<file path="src/rtl/mbe_rad4_pkg.sv">
// Shared widths and FSM state type for the radix-4 modified-Booth sequential multiplier.
package mbe_rad4_pkg;
  localparam int A_W      = 11;
  localparam int B_W      = 11;
  localparam int P_W      = 22;
  localparam int N_DIGITS = 6;
  localparam int CNT_W    = 3;

  typedef enum logic [1:0] {
    IDLE = 2'd0,
    RUN  = 2'd1,
    DONE = 2'd2
  } state_e;
endpackage

</file>
<file path="src/rtl/mbe_rad4_seq_mult_if.sv">
// Operand/product handshake bundle between a producer/consumer and the multiplier.
interface mbe_rad4_seq_mult_if;
  import mbe_rad4_pkg::*;

  logic                  in_valid;
  logic                  in_ready;
  logic signed [A_W-1:0] a;
  logic signed [B_W-1:0] b;
  logic                  out_valid;
  logic                  out_ready;
  logic [P_W-1:0]        p;
  logic                  busy;

  modport master (
    output in_valid, a, b, out_ready,
    input  in_ready, out_valid, p, busy
  );

  modport slave (
    input  in_valid, a, b, out_ready,
    output in_ready, out_valid, p, busy
  );
endinterface

</file>
<file path="src/rtl/booth_encoder_rad4.sv">
// Radix-4 Booth digit encoder: selects 0, a or 2a (sign-extended) and flags negation.
module booth_encoder_rad4
  import mbe_rad4_pkg::*;
(
  input  logic           b_next,
  input  logic           b_n,
  input  logic           b_prev,
  input  logic [A_W-1:0] A,
  output logic           neg,
  output logic [A_W:0]   A_out
);
  logic one_sel;
  logic two_sel;

  assign one_sel = b_n ^ b_prev;
  assign two_sel = (b_next & ~b_n & ~b_prev) | (~b_next & b_n & b_prev);
  // Triplet 111 encodes zero, so it must not request negation.
  assign neg     = b_next & ~(b_n & b_prev);

  always_comb begin
    A_out = '0;
    if (one_sel) begin
      A_out = {A[A_W-1], A};
    end else if (two_sel) begin
      A_out = {A, 1'b0};
    end
  end
endmodule

</file>
<file path="src/rtl/mbe_rad4_seq_mult.sv">
// Sequential signed 11x11 multiplier retiring one radix-4 Booth digit per clock.
module mbe_rad4_seq_mult
  import mbe_rad4_pkg::*;
(
  input logic                clk,
  input logic                rst,
  mbe_rad4_seq_mult_if.slave bus
);
  state_e                state_q, state_d;
  logic [CNT_W-1:0]      cnt_q, cnt_d;
  logic [A_W-1:0]        a_q, a_d;
  logic [B_W+1:0]        b_q, b_d;
  logic [P_W-1:0]        acc_q, acc_d;
  logic                  out_valid_q, out_valid_d;
  logic                  busy_q, busy_d;

  logic [B_W+1:0]        b_shift;
  logic [2:0]            trip;
  logic                  neg;
  logic [A_W:0]          a_out;
  logic [P_W-1:0]        pp_ext;
  logic [P_W-1:0]        pp;
  logic                  accept;
  logic                  out_hs;

  assign b_shift = b_q >> {cnt_q, 1'b0};
  assign trip    = b_shift[2:0];

  booth_encoder_rad4 u_enc (
    .b_next (trip[2]),
    .b_n    (trip[1]),
    .b_prev (trip[0]),
    .A      (a_q),
    .neg    (neg),
    .A_out  (a_out)
  );

  // Negate after widening: -(2 * -1024) does not fit the 12-bit encoder output.
  assign pp_ext = {{(P_W-A_W-1){a_out[A_W]}}, a_out};
  assign pp     = neg ? (~pp_ext + 1'b1) : pp_ext;

  assign accept = bus.in_valid && (state_q == IDLE);
  assign out_hs = out_valid_q && bus.out_ready;

  always_comb begin
    state_d = state_q;
    cnt_d   = cnt_q;
    a_d     = a_q;
    b_d     = b_q;
    acc_d   = acc_q;
    case (state_q)
      IDLE: begin
        if (accept) begin
          state_d = RUN;
          a_d     = bus.a;
          b_d     = {bus.b[B_W-1], bus.b, 1'b0};
          acc_d   = '0;
          cnt_d   = '0;
        end
      end
      RUN: begin
        acc_d = acc_q + (pp << {cnt_q, 1'b0});
        if (cnt_q == CNT_W'(N_DIGITS - 1)) begin
          state_d = DONE;
        end else begin
          cnt_d = cnt_q + CNT_W'(1);
        end
      end
      DONE: begin
        if (out_hs) begin
          state_d = IDLE;
        end
      end
      default: state_d = IDLE;
    endcase
    out_valid_d = (state_d == DONE);
    busy_d      = (state_d != IDLE);
  end

  always_ff @(posedge clk) begin
    if (rst) begin
      state_q     <= IDLE;
      cnt_q       <= '0;
      a_q         <= '0;
      b_q         <= '0;
      acc_q       <= '0;
      out_valid_q <= 1'b0;
      busy_q      <= 1'b0;
    end else begin
      state_q     <= state_d;
      cnt_q       <= cnt_d;
      a_q         <= a_d;
      b_q         <= b_d;
      acc_q       <= acc_d;
      out_valid_q <= out_valid_d;
      busy_q      <= busy_d;
    end
  end

  assign bus.in_ready  = (state_q == IDLE);
  assign bus.out_valid = out_valid_q;
  assign bus.p         = acc_q;
  assign bus.busy      = busy_q;
endmodule

</file>
<file path="src/flat_wrapper.sv">
// flat-port wrapper written by rule: the top's interface ports become plain ports
module mbe_rad4_seq_mult_flat import mbe_rad4_pkg::*;
  (clk, rst, bus_in_valid, bus_a, bus_b, bus_out_ready, bus_in_ready, bus_out_valid, bus_p, bus_busy);
  mbe_rad4_seq_mult_if bus_i ();
  input logic clk;
  input logic rst;
  input wire logic [$bits(bus_i.in_valid)-1:0] bus_in_valid;
  input wire logic [$bits(bus_i.a)-1:0] bus_a;
  input wire logic [$bits(bus_i.b)-1:0] bus_b;
  input wire logic [$bits(bus_i.out_ready)-1:0] bus_out_ready;
  output wire logic [$bits(bus_i.in_ready)-1:0] bus_in_ready;
  output wire logic [$bits(bus_i.out_valid)-1:0] bus_out_valid;
  output wire logic [$bits(bus_i.p)-1:0] bus_p;
  output wire logic [$bits(bus_i.busy)-1:0] bus_busy;
  assign bus_i.in_valid = bus_in_valid;
  assign bus_i.a = bus_a;
  assign bus_i.b = bus_b;
  assign bus_i.out_ready = bus_out_ready;
  assign bus_in_ready = bus_i.in_ready;
  assign bus_out_valid = bus_i.out_valid;
  assign bus_p = bus_i.p;
  assign bus_busy = bus_i.busy;
  mbe_rad4_seq_mult u_core (.clk(clk), .rst(rst), .bus(bus_i));
endmodule
</file>
<file path="config.mk">
export PLATFORM = sky130hd
export DESIGN_NAME = mbe_rad4_seq_mult_flat
export DESIGN_NICKNAME = d
export VERILOG_FILES = /design/src/rtl/mbe_rad4_pkg.sv /design/src/rtl/mbe_rad4_seq_mult_if.sv /design/src/rtl/booth_encoder_rad4.sv /design/src/rtl/mbe_rad4_seq_mult.sv /design/src/flat_wrapper.sv
export SDC_FILE = /design/constraint.sdc
export NUM_CORES = 1
export LEC_CHECK = 0
export BUFFER_PORTS_ARGS = -buffer_cell sky130_fd_sc_hd__clkbuf_2
export CAP_MARGIN = 20
export CORE_MARGIN = 2
export CORE_UTILIZATION = 53
export DETAILED_ROUTE_END_ITERATION = 10
export PLACE_DENSITY = 0.72
export REMOVE_ABC_BUFFERS = 1
export SLEW_MARGIN = 0
export SYNTH_ARGS = -nofsm -noshare
export SYNTH_HDL_FRONTEND = slang
export SYNTH_HIERARCHICAL = 1
export SYNTH_SLANG_ARGS = --single-unit
</file>
<file path="constraint.sdc">
create_clock -name clk -period 8.6 [get_ports clk]
set_clock_uncertainty 0.15 [all_clocks]
set_input_delay 2.15 -clock clk [delete_from_list [all_inputs] [get_ports clk]]
set_output_delay 2.15 -clock clk [all_outputs]
set_load 0.03 [all_outputs]
</file>
==> results of run 1 <==
-- worst register-to-register path, delay by kind of cell, from the launching register on --
family,cells,cell delay [ns]
AO/OA/AOI/OAI,11,2.50
AND/OR/NAND/NOR,6,1.34
adder cells (fa/ha/maj),3,1.07
flip-flops,1,0.84
buffers and inverters,3,0.65
multiplexers,2,0.46
-- cells by family after synthesis --
family / count (synthesis) / share of synthesized area
fa+ha+maj: 30 / 0.0915
xor+xnor: 20 / 0.0419
flops: 51 / 0.244
buf+inv: 50 / 0.0520
compound gates: 189 / 0.303
simple gates: 215 / 0.229
mux: 13 / 0.0386
-- report_power, final --
group	internal (mW)	total, mW	switching (mW)	leakage, nW
clock network	0.0602	0.155	0.0950	0.0491
logic	0.0687	0.182	0.114	1.54
registers	0.247	0.257	0.0102	0.415
-- placed cells by master, fill, tap and decap left out, drive strengths merged, types with 11 or more instances in the layout --
cell    instances
clkbuf         55
a21oi          68
nand2          96
nor2           57
a22oi          17
ha             29
dfxtp          51
xor2           11
o21ai          34
inv            15
nor3           17
nand3          12
-- metrics by stage --
stage | instance area [um2] | hold slack [ns] | total power, mW
floorplan | 4020 | 0.277 | 0.395
finish | 4540 | 0.314 | 0.595
global placement | 4440 | 0.303 | 0.438
CTS | 4540 | 0.318 | 0.598
detailed placement | 4440 | 0.302 | 0.442
global route | 4540 | 0.351 | 0.629
-- layer usage --
layer  vias to the layer above  track usage
li1                       2095            -
met1                      1905        0.334
met2                       108        0.400
met3                        21       0.0366
met4                         0       0.0699
met5                         -            0
-- area by class of cell --
| class | count | area (um2) | share of cell area |
|---|---|---|---|
| inverters | 14 | 52.6 | 0.0116 |
| flip-flops and latches | 51 | 1020 | 0.225 |
| multi-input cells | 467 | 2950 | 0.649 |
| clock inverters | 3 | 26.3 | 0.00579 |
| repair buffers | 56 | 295 | 0.0651 |
| well taps | 102 | 128 | 0.0281 |
| clock buffers | 5 | 68.8 | 0.0152 |
-- worst max path at each step --
stage / startpoint / endpoint / cells after the start
6_report: u_core/cnt_q[1] / u_core/bus.p[21] / 25
5_1_grt: u_core/cnt_q[1] / u_core/bus.p[13] / 25
4_1_cts: u_core/cnt_q[1] / u_core/bus.p[21] / 25
3_5_place_dp: u_core/cnt_q[1] / u_core/bus.p[21] / 25
3_3_place_gp: u_core/cnt_q[1] / u_core/bus.p[13] / 25
2_1_floorplan: u_core/cnt_q[0] / u_core/bus.p[20] / 23
-- state kept, by name, summed over array words and instances (netlist names) --
name and flops:
u_core/bus.busy 1, u_core/state_q 2, u_core/cnt_q 3, u_core/a_q 11, u_core/b_q 11, u_core/bus.p 22, u_core/bus.out_valid 1
==> metrics list, run 1 <==
- Arr. time, crit path: roughly 7.2 ns
- Timing analysis after detailed placement gives a worst setup slack of about 1.8 ns.
* Detailed-routed wire length on met2: 4630 um
- The floorplan step defined a die boundary enclosing about 0.0086 mm2.
- Number of enable-type register cells in the synthesized netlist: 0
* Via count of the first global-routing pass: approximately 3.8k
- Final critical-path setup slack: approximately 1.5 ns
- In the synthesized netlist the async set-or-reset flop fraction comes to 0.
- At the worst endpoint, the required time is 8.71 ns.
- Grouping stages by cell kind, the critical path spends the most delay in compound AO/OA/AOI/OAI gates.
- # H-tree levels: 2
- End-of-flow core utilization: 0.590
* Layout overhead on the synthesized area: 8.43%
- The repair_antennas step left the layout with diodes totalling 0.
- Measured against its own limit, the worst slew margin works out to 0.456.
* Classification of the worst setup path: flip-flop to flip-flop
* Port Buffer Count: 50
* Worst slew pin tran: approximately 0.82 ns
* Cells on worst reg2reg path: 25
- DRT antenna net count: 0
- Source-to-sink clock delay at the later pin of the worst-skew pair: approximately 0.32 ns
- The filler cells instantiated in the layout total 758.
- Proportion of layout cells with a drive suffix above 1: 0.168
- Pin count of the biggest net entering global routing: slightly above 50
* Post-route DRC violation count: 0
- Leading area contributor after synthesis: dfxtp_1
- In the final routed layout, each cell accounts on average for 14.6 um.
- Maximum buffer depth of the clock tree: 2
- Total number of clock tree sinks: 51
- Min-Delay Startpoint: u_core/b_q[3]
- After detailed routing, the met3 layer carries 510 um of wire.
- Power density over the cells: 131 mW/mm2
* Element type at the critical path end: flip-flop
* Wirelength, routed: 10200 um
- Synthesis warning total: 6
- Core region area: around 0.0077 mm2
- The highest layer touched by signal routing is met4.
- In this run the critical register-to-register path is captured at u_core/bus.p[21].
- First-pass DRT Iterations: 5
- STA classifies the critical path startpoint as a flip-flop.
- Routed via count: approximately 4.1k
- Top-area cell type share of the netlist area: 0.244
* Cell type with the highest occurrence count on the critical path: nand2_1
* Post-synthesis cell count: around 570
- Leading cell type by number of instances after synthesis: nand2_1
- After layout, the minimum clock period comes to between 7 and 8 ns.
- The synthesized netlist contains 70 unique library cells.
- The number of antenna violations at the first check in global routing came to 0.
* Global Route Usage Sum: 0.245
* Dpl cells: 690
- Resized cells post-CTS: 0
- Fin crit share: 0.823
- After global routing the overflow that remains totals 0.
* HP Class: flip-flop to flip-flop
- Yosys attributes the largest share of cell area to dfxtp_1, ha_1, nand2_1.
- In this run, synthesis produced a sequential element count of between 50 and 60.
- Number of instances on the worst hold path: 2
* Number of clock buffers inserted by TritonCTS: 5
- Part of the Yosys area used for sequential elements: 0.244
* Most instantiated cells after synthesis: nand2_1, a21oi_1, nor2_1
- Combined buffer and inverter count along the critical path: 3
* Hold-fix buffer count after cts: 0
* Run status: completed
* Buffer type at the clock tree root: clkbuf_8
* Pleak: 2.00 nW
- Number of violations reported at the end of detailed-routing iteration 0: 203
- Number of top-level pins: between 50 and 60
- After floorplanning, the core was divided into 32 placement rows.
- In this run the cell area of the synthesized design comes to 0.00418 mm2.
- Met1 Routed Length: a little under 5000 um
- Initial Util: 0.544
- R2r setup slk: 1.52 ns
- Synthesized area per cell: 7.37 um2
- The startpoint identified for the worst register-to-register timing path is u_core/cnt_q[1].
- The worst hold path terminates at u_core/b_q[3].
- TritonCTS built the clock tree.
* Worst Path Max Fanout: 20
- Based on the critical path, the design can be clocked at up to 141 MHz.
* Die Span Y: 92.9 um
* Maximum cell stage delay along the critical path: 0.84 ns
- Non-filler instance count after layout: 698
- Critical path's slowest cell: dfxtp_1
- Synth Flop Type: dfxtp_1
- Number of nets in the layout: between 600 and 700
* Final count of negative-setup-slack endpoints: 0
- At the end of routability-driven placement, the weighted congestion stood at roughly 0.92.
* Peak VDD IR: around 0.082 mV
- Clk slew on worst S/H paths: 0.11 ns
- Via-per-instance ratio: slightly below 6
* Summed negative setup slack over all endpoints: 0 ns
* Post-detail-place hpwl: around 7600 um
- In this run the horizontal extent of the chip is roughly 93 um.
* Count of endpoints failing hold in the final timing report: 0
- The tool flagged a number of max-cap violations equal to 0.
* Final number of max-transition violations: 0
- After clock tree synthesis, the setup repair step added 0 buffers.
- Setup repair after global routing left no endpoint under its margin.
- Wire length of the first global-routing pass: ~18000 um
Note: power is estimated with default switching activity, not from simulation.
==> inputs of run 2 (changes only) <==
- clock period: 8.6 -> 6.75 ns (I/O delays scaled with it)
==> run 2 against run 1 <==
Hold slack is essentially flat. Cell count rose by 0.57%. Setup slack lost 1.0 ns. Sequential power increased by 27%. Clock power up 25%. Die area unchanged.
==> metrics list, run 2 (synthesized netlist as in run 1, its figures left out) <==
- Classification of the worst setup path: flip-flop to flip-flop
* Worst Path Max Fanout: 19
- In the final layout, the share of cells above drive strength 1 is 0.183.
* Source-to-sink clock delay at the later pin of the worst-skew pair: between 0.3 and 0.4 ns
- Buffer type at the clock tree root: clkbuf_8
* Most used cells in the layout excluding fill and tap cells: nand2_1, a21oi_1, nor2_1
* Peak VDD IR: 0.0984 mV
* Hold-fix buffer count after cts: 0
- First-pass DRT Iterations: 5
- For the pin with the worst max-slew slack, the measured transition is a little over 0.8 ns.
- Diodes inserted: 0
- Number of instances on the worst hold path: 2
- Setup slack on the worst reg-to-reg path comes out at about 0.50 ns.
- Power density over the cells: about 160 mW/mm2
* Number of violations of the max-capacitance limit: 0
* Post-route DRC violation count: 0
- # H-tree levels: 2
- Leading cell type in the layout, fill and taps excluded: nand2_1
- The path with the worst hold slack has its endpoint at u_core/b_q[1].
- With fillers left out, the area of the finished cells amounts to 0.00460 mm2.
- Routed via count: about 4.1k
* Worst slew margin: 0.450
* HP Class: flip-flop to flip-flop
- In this run the vertical extent of the chip is 92.9 um.
* Core region area: ~0.0077 mm2
* Element type at the critical path end: flip-flop
* Final number of max-transition violations: 0
- Required time at the worst-slack endpoint: 6.82 ns
- In the routed layout, each cell is associated on average with a via count of just under 6.
* Sum of overflow across all layers after global routing: 0
- The number of global-route vias before repair was about 3.8k.
- Static timing analysis puts the maximum clock frequency at around 160 MHz.
- Initial antenna violation count: 0
- Wirelength, routed: about 10000 um
- Final critical-path required period: roughly 6.2 ns
- Destination of the worst register-to-register timing path: u_core/bus.p[20]
* Floorplan die area: around 0.0086 mm2
- Total number of clock tree sinks: 51
* Clk slew on worst S/H paths: about 0.11 ns
- Post-detail-place hpwl: around 7600 um
* Reg2reg start: u_core/cnt_q[1]
- Port Buffer Count: 50
- Measured in cells, the most critical reg-to-reg path has a length of 24.
- Setup repair after global routing left no endpoint under its margin.
- Fin crit share: 0.926
- In this run the deepest clock path goes through 2 buffers.
- TritonCTS built the clock tree.
- Run status: completed
* Pin count of the biggest net entering global routing: between 50 and 60
* Wire length of the first global-routing pass: about 17000 um
* Global Route Usage Sum: 0.240
* Total power after layout: ~760 uW
* Die W: just over 90 um
- The detailed router finished its first iteration with between 150 and 200 violations.
* Pleak: just over 2 nW
* Layout overhead on the synthesized area: 9.93%
- Min-Delay Startpoint: u_core/b_q[1]
* Average detailed-routed wire length per instance: 14.2 um
* Startpoint Class: flip-flop
* Number of nets in the layout: roughly 660
- Summed negative setup slack over all endpoints: 0 ns
- Number of top-level pins: 51
- Number of placement rows: 32
* Count of endpoints failing hold in the final timing report: 0
- The initial utilization of the core area, before any placement, comes to 0.544.
- Once detail routing completed, the nets flagged for antenna violations numbered 0.
* Final count of negative-setup-slack endpoints: 0
- Arr. time, crit path: 6.31 ns
- Number of clock buffers inserted by TritonCTS: 5
- The register with the most flip-flops in the layout has 22 of them.
* Last weighted congestion value of the routability-driven placer: about 0.91
* Dpl cell area: about 0.0045 mm2
==> run 2: layer usage <==
| layer | global-route usage | up-vias | wire (um) |
|---|---|---|---|
| li1 | - | 2105 | - |
| met3 | 0.0301 | 13 | 357 |
| met4 | 0.0551 | 0 | 105 |
| met1 | 0.336 | 1864 | 5020 |
| met5 | 0 | - | 0 |
| met2 | 0.393 | 89 | 4500 |
==> run 2: worst max path at each step <==
stage,startpoint,end,slack [ns]
after CTS,u_core/cnt_q[1],u_core/bus.p[21],0.25
final,u_core/cnt_q[1],u_core/bus.p[20],0.50
after global placement,u_core/cnt_q[0],u_core/bus.p[21],0.49
after floorplan,u_core/cnt_q[0],u_core/bus.p[20],0.14
after detailed placement,u_core/cnt_q[1],u_core/bus.p[21],0.29
after global routing,u_core/cnt_q[0],u_core/bus.p[20],0.06
==> run 2: final cells by class <==
type | count | area, um2
Timing Repair Buffer | 60 | 325
Tap cell | 102 | 128
Fill cell | 748 | 3090
Inverter | 14 | 52.6
Clock inverter | 3 | 26.3
Sequential cell | 51 | 1020
Multi-Input combinational cell | 467 | 2980
Clock buffer | 5 | 68.8
==> run 2: stage by stage <==
step                      setup slack (ns)  hold slack [ns]  utilization  cells
final                                0.503            0.314        0.598    702
after CTS                            0.255            0.315        0.594    702
after floorplan                      0.140            0.277            -    532
after global placement               0.491            0.300        0.582    694
after global routing                0.0580            0.347        0.598    702
after detailed placement             0.292            0.299        0.582    694
==> run 2: timing repair <==
item,in CTS,in global routing
endpoints found under the setup margin,0,11
setup buffers,0,0
resized for setup,0,7
==> run 2: power by group <==
group	internal, mW	switching, mW
logic	0.0912	0.146
registers	0.314	0.0114
clock network	0.0774	0.117
total	0.483	0.274
==> run 2: worst max-delay path: stages (launching register included) <==
cell	delay (ns)
dfxtp_2	0.41
inv_2	0.28
nand2_1	0.24
o21ai_0	0.49
ha_4	0.28
inv_1	0.16
nand2_1	0.11
o21ai_2	0.08
inv_1	0.06
ha_1	0.18
or3b_4	0.42
or4b_4	0.54
or3_4	0.36
a2bb2oi_1	0.15
o21ai_2	0.18
o21ai_2	0.08
o21a_1	0.17
ha_1	0.38
nand2_1	0.10
nor3_1	0.17
or3b_2	0.48
a31oi_1	0.22
a31oi_1	0.13
xnor2_1	0.13
a22o_1	0.19
